$ cat src/rtl/spi_arb_pkg.sv
// ============================================================================
// spi_arb_pkg : shared types and helpers for the SPI transaction arbiter
// Revision    : 1.0 - initial release
// ============================================================================
`default_nettype none

package spi_arb_pkg;

  typedef enum logic [1:0] {
    IDLE  = 2'd0,
    START = 2'd1,
    WAIT  = 2'd2,
    DONE  = 2'd3
  } arb_state_t;

  localparam int DEFAULT_DATA_WIDTH = 32;

  function automatic int timeout_cnt_width(input int timeout_cycles);
    return $clog2(timeout_cycles + 1);
  endfunction

endpackage

`default_nettype wire

$ cat src/rtl/rr_select.sv
// ============================================================================
// rr_select : combinational round-robin picker, search begins at last_owner+1
// Revision  : 1.0 - initial release
// ============================================================================
`default_nettype none

module rr_select #(
  parameter int NUM_REQ = 2,
  parameter int IDX_W   = 1
) (
  input  logic [NUM_REQ-1:0] req,
  input  logic [IDX_W-1:0]   last_owner,
  output logic [NUM_REQ-1:0] winner,
  output logic               valid
);

  int cand;

  // Offsets are visited in priority order; the first requesting slot wins.
  always_comb begin
    winner = '0;
    valid  = 1'b0;
    cand   = 0;
    for (int off = 1; off <= NUM_REQ; off++) begin
      cand = int'(last_owner) + off;
      if (cand >= NUM_REQ) cand = cand - NUM_REQ;
      for (int i = 0; i < NUM_REQ; i++) begin
        if (!valid && req[i] && (cand == i)) begin
          winner[i] = 1'b1;
          valid     = 1'b1;
        end
      end
    end
  end

endmodule

`default_nettype wire

$ cat src/rtl/spi_transaction_arbiter.sv
// ============================================================================
// spi_transaction_arbiter : round-robin sharing of one serial-out engine
// Optional watchdog enabled by macro SPI_ARB_TIMEOUT_EN (adds timeout_err)
// Revision : 1.0 - initial release
// ============================================================================
`default_nettype none

module spi_transaction_arbiter
  import spi_arb_pkg::*;
#(
  parameter int NUM_REQ        = 2,
  parameter int DATA_WIDTH     = DEFAULT_DATA_WIDTH,
  parameter int TIMEOUT_CYCLES = 4096
) (
  input  logic                          clk,
  input  logic                          reset,
  input  logic [NUM_REQ-1:0]            req,
  input  logic [NUM_REQ*DATA_WIDTH-1:0] req_data,
  output logic [NUM_REQ-1:0]            grant,
  output logic [NUM_REQ-1:0]            req_done,
  output logic                          serial_start,
  output logic [DATA_WIDTH-1:0]         serial_data,
  input  logic                          serial_done,
  output logic                          busy
`ifdef SPI_ARB_TIMEOUT_EN
  , output logic                        timeout_err
`endif
);

  localparam int IDX_W = $clog2(NUM_REQ);

  if (NUM_REQ < 2 || NUM_REQ > 8 || TIMEOUT_CYCLES < 1) begin : g_param_check
    $error("spi_transaction_arbiter: NUM_REQ must be 2..8 and TIMEOUT_CYCLES >= 1");
  end

  arb_state_t                state;
  logic [IDX_W-1:0]          last_owner;
  logic [IDX_W-1:0]          owner_idx;
  logic [NUM_REQ-1:0]        winner;
  logic                      win_valid;
  logic [DATA_WIDTH-1:0]     win_data;

`ifdef SPI_ARB_TIMEOUT_EN
  localparam int CNT_W = timeout_cnt_width(TIMEOUT_CYCLES);
  logic [CNT_W-1:0] wd_cnt;
`endif

  rr_select #(
    .NUM_REQ (NUM_REQ),
    .IDX_W   (IDX_W)
  ) u_rr_select (
    .req        (req),
    .last_owner (last_owner),
    .winner     (winner),
    .valid      (win_valid)
  );

  always_comb begin
    win_data  = '0;
    owner_idx = '0;
    for (int i = 0; i < NUM_REQ; i++) begin
      if (winner[i]) win_data = req_data[i*DATA_WIDTH +: DATA_WIDTH];
      if (grant[i])  owner_idx = IDX_W'(i);
    end
  end

  always_ff @(posedge clk or posedge reset) begin
    if (reset) begin
      state        <= IDLE;
      last_owner   <= IDX_W'(NUM_REQ - 1);
      grant        <= '0;
      req_done     <= '0;
      serial_start <= 1'b0;
      serial_data  <= '0;
      busy         <= 1'b0;
`ifdef SPI_ARB_TIMEOUT_EN
      wd_cnt       <= '0;
      timeout_err  <= 1'b0;
`endif
    end else begin
      serial_start <= 1'b0;
      req_done     <= '0;
      case (state)
        IDLE: begin
          if (win_valid) begin
            grant        <= winner;
            serial_data  <= win_data;
            busy         <= 1'b1;
            serial_start <= 1'b1;
            state        <= START;
          end
        end
        START: begin
`ifdef SPI_ARB_TIMEOUT_EN
          wd_cnt <= '0;
`endif
          state <= WAIT;
        end
        WAIT: begin
          // Completion is reported to the owner even if it has dropped req.
          if (serial_done) begin
            req_done <= grant;
            state    <= DONE;
          end
`ifdef SPI_ARB_TIMEOUT_EN
          else if (wd_cnt == CNT_W'(TIMEOUT_CYCLES - 1)) begin
            req_done    <= grant;
            timeout_err <= 1'b1;
            state       <= DONE;
          end else begin
            wd_cnt <= wd_cnt + 1'b1;
          end
`endif
        end
        DONE: begin
          last_owner <= owner_idx;
          grant      <= '0;
          busy       <= 1'b0;
          state      <= IDLE;
        end
        default: state <= IDLE;
      endcase
    end
  end

endmodule

`default_nettype wire

$ cat config.mk
export PLATFORM = sky130hd
export DESIGN_NAME = spi_transaction_arbiter
export DESIGN_NICKNAME = d
export VERILOG_FILES = /design/src/rtl/spi_arb_pkg.sv /design/src/rtl/rr_select.sv /design/src/rtl/spi_transaction_arbiter.sv
export SDC_FILE = /design/constraint.sdc
export NUM_CORES = 1
export LEC_CHECK = 0
export ABC_CLOCK_PERIOD_IN_PS = 2000
export BUFFER_PORTS_ARGS = -buffer_cell sky130_fd_sc_hd__clkbuf_2
export CAP_MARGIN = 20
export CORE_ASPECT_RATIO = 2
export CORE_MARGIN = 3
export CORE_UTILIZATION = 28
export DETAILED_ROUTE_END_ITERATION = 10
export PLACE_DENSITY = 0.64
export RECOVER_POWER = 25
export SYNTH_ARGS = -nofsm -noshare
export SYNTH_HDL_FRONTEND = slang
export SYNTH_HIERARCHICAL = 1
export SYNTH_SLANG_ARGS = --single-unit
$ cat constraint.sdc
create_clock -name clk -period 2 [get_ports clk]
set_clock_uncertainty 0.2 [all_clocks]
set_input_delay 0.1 -clock clk [delete_from_list [all_inputs] [get_ports clk]]
set_output_delay 0.1 -clock clk [all_outputs]
set_load 0.005 [all_outputs]
==> reports/qor.yml, run 1 <==
logic_synthesis:
  synth_cells: 185
  ys_ff_latch: 41
  synth_enable_flop_cells: 0
  netlist_area_um2: 1880
  synth_flop_cell: "dfrtp_1"
  ys_async_sr_fraction_pct: 100
  yosysWarnings: 6
  synth.distinct_cells: 22
  avgSynthCellArea_um2: 10.1
  syn_nets: 258
  ys_seq_area_share_pct: 54.8
floorplan:
  start_util_pct: 29.2
  dieArea_um2: 7780
  die_height_um: 122
  io_pins: 107
  fp.dieW_um: 63.9
  row_count: 41
  core_um2: 6410
sta:
  setup_viol: 0
  fmax_mhz: 547
  finalCritPeriodShare_pct: 91.5
  tightest_slew_ps: 1020
  min_period_ps: 1830
  finalSetupTns_ps: 0
  fin_ws_ps: 170
  relSlewSlack_pct: 32.0
  final-max-slew-violation-count: 0
  hold_viol_final: 0
  rsz0062_at_grt: "no"
global_route:
  grt_use_total_pct: 15.9
  grt_antenna_before_repair: 0
  grt_pass1_wl_um: 9600
  grt_max_degree: 42
  grt-ovfl-total: 0
  first_global_vias: 2132
critical_path:
  required_ps: 2000
  worstReg2RegEnd: "serial_data[18]"
  max_stage_delay_ps: 560
  cp-end-kind: "flip-flop"
  crit_fanout: 16
  cp-startpoint: "last_owner"
  path_buf_inv: 2
  reg2reg_depth: 6
  r2r_slack_ps: 170
  cpMaxStageDelayCell: "dfstp_2"
  critPathTopFamily: "flip-flops"
  path_cells: "inv_1 -> a21boi_1 -> nor2b_4 -> buf_4 -> a22oi_1 -> a21oi_1"
  start_kind: "flip-flop"
  crit_type: "flip-flop to flip-flop"
  regToRegStartpoint: "last_owner"
  crit_end: "serial_data[18]"
  cp_num_cells: 6
  arrival_ps: 1830
outcome:
  status: "finished clean"
power:
  max-vdd-ir-drop_mv: 0.647
  comb_power_share_pct: 40.5
  switchingPower_uw: 1330
  internal-power_uw: 2560
  clkPwrFrac_pct: 21.4
  fin_total_pwr_uw: 3880
  p_leak_uw: 0.00160
  pwr-share-seq_pct: 38.1
  p_sw_share_pct: 34.2
  powerDensity_nw_per_um2: 1170
cts:
  cts_setup_buffers: 0
  clkTransAtPathRegs_ps: 60
  cts_tree: "built"
  cts_root_buf: "clkbuf_16"
  clk_path_buf_depth: 2
  numCtsBuffers: 5
  cts_sinks: 41
  clkLatencyLatePin_ps: 280
  h-tree-depth: 2
min_path:
  min_path_type: "primary input to flip-flop"
  worstHoldStart: "req[0]"
route:
  remaining_drc_errors: 0
  drtPass1Iterations: 8
  viasPerCell: 4.66
  drtIter0Drc: 80
  avgRoutedWirePerCell_um: 13.7
  drt_wl_total_um: 6040
  ant_nets: 0
  vias: 2060
placed_design:
  place.detailed.hpwl_um: 3770
  dp_slack_ps: 205
  dpl-instance-area_um2: 2500
  gp_congestion: 0.763
  dp_cells: 367
  port_buffers: 106
finish:
  post_layout_nonfiller_instances: 442
  fillers: 576
  diodes: 0
  multi_input_area_um2: 733
  final_area_um2: 3310
  nets: 428
  regArea_um2: 1030
  drive_gt1_share_pct: 35.1
  final_common_cell: "clkbuf_2"
  syn_to_final_growth_pct: 76.6
  final_cell_mix: "106 x clkbuf_2, 67 x dlygate4sd3_1, 40 x dfrtp_1"
flow_run:
  drv_cap: 0
==> worst register-to-register path, cell delays in order (launching register included) <==
cell      delay (ps)
dfstp_2          560
inv_1             50
a21boi_1         240
nor2b_4          200
buf_4            220
a22oi_1          100
a21oi_1          180
==> power by group through the flow <==
stage	combinational, µW	clock, µW	sequential (µW)
final	1570	833	1480
after global routing	1770	903	1520
after CTS	1590	869	1480
after detailed placement	1480	0	1490
after global placement	1450	0	1480
after floorplan	848	0	1500
==> per-layer routing <==
metal	part of all wire [%]	GRT usage, %	up-vias
met1	34	15.3	970
met2	58	30.1	78
met4	4.0	9.47	0
li1	-	-	994
met5	0	0	-
met3	4.2	3.14	18
==> cell usage after synthesis (2+ instances only) <==
master	instances	share of area (%)
inv_1	5	1.0
o21ai_0	4	1.1
buf_2	9	2.4
nand3b_1	2	0.80
and3_1	2	0.67
ha_1	4	2.7
dfrtp_1	40	53
buf_6	3	1.8
nor2_1	34	6.8
a22oi_1	31	12
buf_4	4	1.6
a21oi_1	32	8.5
mux2_2	2	1.2
a21boi_1	2	0.80
nand2_1	4	0.80
==> flip-flops by register name, indices dropped and copies added, names as in the netlist <==
register      flops
req_done          2
grant             2
state             2
last_owner        1
serial_data      32
serial_start      1
busy              1
==> layout make-up <==
cell class              instances  area share (%)
clock buffers                   7            4.61
clock inverters                 1           0.151
inverters                       5           0.567
multi-input cells             123            22.1
flip-flops and latches         41            31.0
well taps                      86            3.25
repair buffers                179            38.3
==> through the flow <==
stage / util [%] / hold slack, ps
floorplan: - / 49.9
global placement: 39.0 / -70.3
detailed placement: 39.0 / -70.4
CTS: 51.9 / 69.3
global route: 51.6 / 118
finish: 51.6 / 75.5
==> logic make-up after synthesis <==
kind of cell / share of synthesized area [%]
mux: 1.20
buf+inv: 6.80
simple gates: 10.9
compound gates: 23.7
fa+ha+maj: 2.67
flops: 54.8
==> timing repair <==
item / CTS / global route
endpoints found under the hold margin: 76 / 0
resized for setup: 0 / 0
hold buffers: 67 / 0
==> worst min path at each step <==
stage,depth (start not counted),endpoint
floorplan,2,serial_data[17]
global placement,3,serial_data[25]
detailed placement,3,serial_data[25]
CTS,4,grant[0]
global route,4,grant[0]
finish,4,grant[0]
(Power assumes the default switching activity.)
==> inputs of run 2 (changes only) <==
--- a/config.mk
+++ b/config.mk
@@ -13,7 +13,7 @@
 export CORE_UTILIZATION = 28
 export DETAILED_ROUTE_END_ITERATION = 10
 export PLACE_DENSITY = 0.64
-export RECOVER_POWER = 25
+export RECOVER_POWER = 100
 export SYNTH_ARGS = -nofsm -noshare
 export SYNTH_HDL_FRONTEND = slang
 export SYNTH_HIERARCHICAL = 1
==> run 2 against run 1 <==
Final cell count stayed put. Sequential power hardly changed. Clock power hardly changed. Core utilization is 0.74 points lower. Cell area is 1.4% lower. Global-route usage stayed put. Highest routed layer unchanged.
==> reports/qor.yml, run 2 (same netlist as run 1, synthesis figures left out) <==
outcome:
  status: "finished clean"
power:
  switchingPower_uw: 1330
  comb_power_share_pct: 39.0
  internal-power_uw: 2460
  clkPwrFrac_pct: 22.0
  max-vdd-ir-drop_mv: 0.637
  powerDensity_nw_per_um2: 1160
  p_sw_share_pct: 35.0
  pwr-share-seq_pct: 39.0
  p_leak_uw: 0.00151
finish:
  nets: 428
  largest_reg_flops: 32
  final_cell_mix: "78 x clkbuf_2, 67 x dlygate4sd3_1, 40 x dfrtp_1"
  diodes: 0
  regMostFlops: "serial_data"
  drive_gt1_share_pct: 27.2
  final_common_cell: "clkbuf_2"
  syn_to_final_growth_pct: 74.0
placed_design:
  place.detailed.hpwl_um: 3770
  gp_congestion: 0.763
  port_buffers: 106
  dp_slack_ps: 205
route:
  drtPass1Iterations: 4
  drt_wl_total_um: 6060
  remaining_drc_errors: 0
  viasPerCell: 4.66
  vias: 2061
  ant_nets: 0
  avgRoutedWirePerCell_um: 13.7
  drtIter0Drc: 88
cts:
  cts_tree: "built"
  clk_path_buf_depth: 2
  cts_sinks: 41
  cts_setup_buffers: 0
  h-tree-depth: 2
  clkTransAtPathRegs_ps: 60
  numCtsBuffers: 5
  cts_root_buf: "clkbuf_16"
  clkLatencyLatePin_ps: 280
sta:
  finalCritPeriodShare_pct: 91.9
  final-max-slew-violation-count: 0
  setup_viol: 0
  rsz0062_at_grt: "no"
  fin_hold_ws_ps: 77.1
  relSlewSlack_pct: 32.0
  min_period_ps: 1840
  finalSetupTns_ps: 0
  hold_viol_final: 0
  tightest_slew_ps: 1020
  fmax_mhz: 544
  fin_ws_ps: 163
global_route:
  first_global_vias: 2132
  grt-ovfl-total: 0
  grt_antenna_before_repair: 0
  grt_pass1_wl_um: 9600
  grt_use_total_pct: 15.9
  grt_max_degree: 42
floorplan:
  core_um2: 6410
  row_count: 41
  start_util_pct: 29.2
  io_pins: 107
  dieArea_um2: 7780
  fp.dieW_um: 63.9
  die_height_um: 122
critical_path:
  start_kind: "flip-flop"
  r2r_slack_ps: 160
  arrival_ps: 1830
  required_ps: 2000
  crit_type: "flip-flop to flip-flop"
  crit_fanout: 16
  cp-end-kind: "flip-flop"
min_path:
  min_path_type: "primary input to flip-flop"
flow_run:
  drv_cap: 0
[run 2: cell count changes in the layout (fill, tap and decap cells not counted), sizes merged]
cell    delta
clkbuf     +1
buf        -1
[run 2: routing by layer]
layer	vias to the layer above	part of all wire, %	GRT usage (%)
li1	993	-	-
met1	967	34	15.3
met2	79	57	30.1
met3	22	4.4	3.14
met4	0	4.5	9.47
met5	-	0	0
[run 2: layout make-up]
type,count,area [µm²]
clock buffer,7,153
clock inverter,1,5.00
fill,597,3150
multi-input combinational,123,733
timing repair buffer,179,1220
tap,86,108
inverter,5,18.8
sequential,41,1030
[run 2: worst paths after layout]
| kind | start | end | depth (start not counted) |
|---|---|---|---|
| worst max-delay path | last_owner | serial_data[18] | 6 |
| worst min-delay path | req[0] | grant[0] | 4 |
| worst max register to register | last_owner | serial_data[18] | 6 |
| worst min register to register | busy | busy | 2 |
| max in group asynchronous | reset | serial_data[13] | 4 |
| min in group asynchronous | reset | serial_data[25] | 4 |
[run 2: what timing repair did]
action                                 4_1_cts  5_1_grt
hold buffers                                67        0
resized for setup                            0        0
setup endpoints to repair                    0        0
endpoints found under the hold margin       76        0
[run 2: power by group through the flow]
stage,logic [µW],clock network [µW],registers [µW]
3_5_place_dp,1480,0,1490
2_1_floorplan,848,0,1500
6_report,1480,834,1480
4_1_cts,1590,869,1480
5_1_grt,1670,903,1520
3_3_place_gp,1450,0,1480
[run 2: critical path, cell delays in order (launching register included)]
cell,delay [ps]
dfstp_2,560
inv_1,50
a21boi_1,250
nor2b_4,200
buf_4,220
a22oi_1,90
a21oi_1,180
[run 2: stage by stage]
step	instances	area, µm²	util (%)	power (µW)
6_report	442	3260	50.9	3790
5_1_grt	442	3260	50.9	4100
4_1_cts	442	3330	51.9	3940
3_5_place_dp	367	2500	39.0	2980
3_3_place_gp	367	2500	39.0	2930
2_1_floorplan	185	1880	-	2350
==> inputs of run 3 (changes only) <==
--- a/config.mk
+++ b/config.mk
@@ -8,12 +8,13 @@
 export ABC_CLOCK_PERIOD_IN_PS = 2000
 export BUFFER_PORTS_ARGS = -buffer_cell sky130_fd_sc_hd__clkbuf_2
 export CAP_MARGIN = 20
-export CORE_ASPECT_RATIO = 2
+export CORE_ASPECT_RATIO = 0.9
 export CORE_MARGIN = 3
 export CORE_UTILIZATION = 28
 export DETAILED_ROUTE_END_ITERATION = 10
 export PLACE_DENSITY = 0.64
 export RECOVER_POWER = 100
+export SETUP_SLACK_MARGIN = 0.05
 export SYNTH_ARGS = -nofsm -noshare
 export SYNTH_HDL_FRONTEND = slang
 export SYNTH_HIERARCHICAL = 1
==> run 3 against run 2 <==
Power fell by 3.7%. Combinational power barely moved. Die area decreased by 0.74%. Global-route usage barely moved. Cell area shrank 1.0%. Hold slack better by 15 ps. Sequential power about the same. First-iteration DRC count is 25% lower. Worst setup slack improved by 71 ps. Non-clock buffer count up 2. Core utilization increased by 0.23 points. Register-to-register slack improved by 70 ps. Critical endpoint is now serial_data[4]. Highest routed layer unchanged.
==> reports/qor.yml, run 3 (same netlist as run 1, synthesis figures left out) <==
route:
  route.met3.wl_um: 395
  met1_length_um: 2530
  drtIter0Drc: 66
  drtPass1Iterations: 4
  wl_met2_um: 3070
  ant_nets: 0
  viasPerCell: 4.45
  remaining_drc_errors: 0
  avgRoutedWirePerCell_um: 13.6
  drt_wl_total_um: 6070
  highest_layer: "met4"
  vias: 1979
cts:
  numCtsBuffers: 5
  cts_tree: "built"
  cts_root_buf: "clkbuf_8"
  cts_setup_buffers: 0
  clkTransAtPathRegs_ps: 80
  clkLatencyLatePin_ps: 290
  clk_path_buf_depth: 2
  h-tree-depth: 2
  cts_resized: 0
  postCtsHoldBufs: 66
  cts_sinks: 41
floorplan:
  start_util_pct: 29.7
  row_count: 27
  core_um2: 6320
  fp.dieW_um: 92.3
  die_height_um: 83.6
  io_pins: 107
  dieArea_um2: 7720
power:
  pwr-share-seq_pct: 40.7
  comb_power_share_pct: 40.5
  max-vdd-ir-drop_mv: 0.501
  switchingPower_uw: 1290
  clkPwrFrac_pct: 18.8
  powerDensity_nw_per_um2: 1130
  internal-power_uw: 2350
  p_leak_uw: 0.00151
  p_sw_share_pct: 35.5
outcome:
  status: "finished clean"
critical_path:
  start_kind: "flip-flop"
  regToRegStartpoint: "last_owner"
  crit_type: "flip-flop to flip-flop"
  crit_fanout: 17
  arrival_ps: 1770
  required_ps: 2010
  cp-end-kind: "flip-flop"
  cp-startpoint: "last_owner"
min_path:
  min_path_type: "primary input to flip-flop"
  worstHoldStart: "req[1]"
finish:
  diodes: 0
  nets: 430
  drive_gt1_share_pct: 28.8
  regMostFlops: "serial_data"
  largest_reg_flops: 32
  post_layout_nonfiller_instances: 445
  syn_to_final_growth_pct: 72.2
  final_cell_mix: "83 x clkbuf_2, 66 x dlygate4sd3_1, 40 x dfrtp_1"
  final_common_cell: "clkbuf_2"
sta:
  rsz0062_at_grt: "no"
  hold_viol_final: 0
  final-max-slew-violation-count: 0
  setup_viol: 0
  fmax_mhz: 566
  relSlewSlack_pct: 33.7
  finalCritPeriodShare_pct: 88.3
  finalSetupTns_ps: 0
  tightest_slew_ps: 994
  min_period_ps: 1770
placed_design:
  port_buffers: 106
  gp_congestion: 0.724
  dp_cells: 371
  place.detailed.hpwl_um: 3600
global_route:
  grt_pass1_wl_um: 9840
  grt_antenna_before_repair: 0
  grt_max_degree: 42
  first_global_vias: 2106
  grt-ovfl-total: 0
  grt_use_total_pct: 15.9
flow_run:
  drv_cap: 0
==> run 3: cell count changes in the layout (fill, tap and decap cells not counted), moves of 4 or more <==
cell       before  now
clkbuf_16       5    0
clkbuf_2       78   83
buf_4           3    7
clkbuf_1       29   25
clkbuf_8        2    6
==> run 3: worst max-delay path, cell delays in order (launching register included) <==
cell and delay (ps):
dfstp_1 590, inv_1 50, a21boi_1 180, nor2b_4 170
buf_4 220, a22oi_1 90, a21oi_1 180
==> run 3: through the flow <==
stage               hold WS, ps  utilization, %  total power [µW]  setup WS (ps)  cell area [µm²]
CTS                        87.8            52.0              3770            257             3290
detailed placement        -64.1            39.8              2960            269             2510
global route                113            51.1              3950            108             3230
floorplan                  49.9               -              2350            374             1880
global placement          -61.6            39.8              2910            297             2510
finish                     92.5            51.1              3650            234             3230
==> run 3: final cells by class <==
type | instances | area [µm²]
Inverter | 5 | 18.8
Tap cell | 87 | 109
Clock buffer | 7 | 86.3
Multi-Input combinational cell | 123 | 733
Sequential cell | 41 | 1030
Fill cell | 600 | 3090
Timing Repair Buffer | 181 | 1230
Clock inverter | 1 | 30.0
==> run 3: path summary, 6_finish.rpt <==
check                                   to  slack [ps]  cells after the start
setup / recovery            serial_data[4]         230                      6
hold / removal                    grant[0]          90                      5
setup reg to reg            serial_data[4]         230                      6
hold reg to reg            serial_data[23]         330                      2
max in group asynchronous  serial_data[22]         530                      4
min in group asynchronous   serial_data[0]         460                      4
==> run 3: per-layer routing <==
layer  track usage [%]  up-vias
li1                  -      991
met5                 0        -
met2              28.3       74
met3              4.96        9
met1              18.0      905
met4              5.26        0
==> run 3: power by group through the flow <==
stage	combinational [µW]	clock (µW)	sequential, µW
4_1_cts	1570	717	1480
5_1_grt	1660	749	1540
2_1_floorplan	848	0	1500
3_5_place_dp	1480	0	1490
6_report	1480	685	1480
3_3_place_gp	1430	0	1480
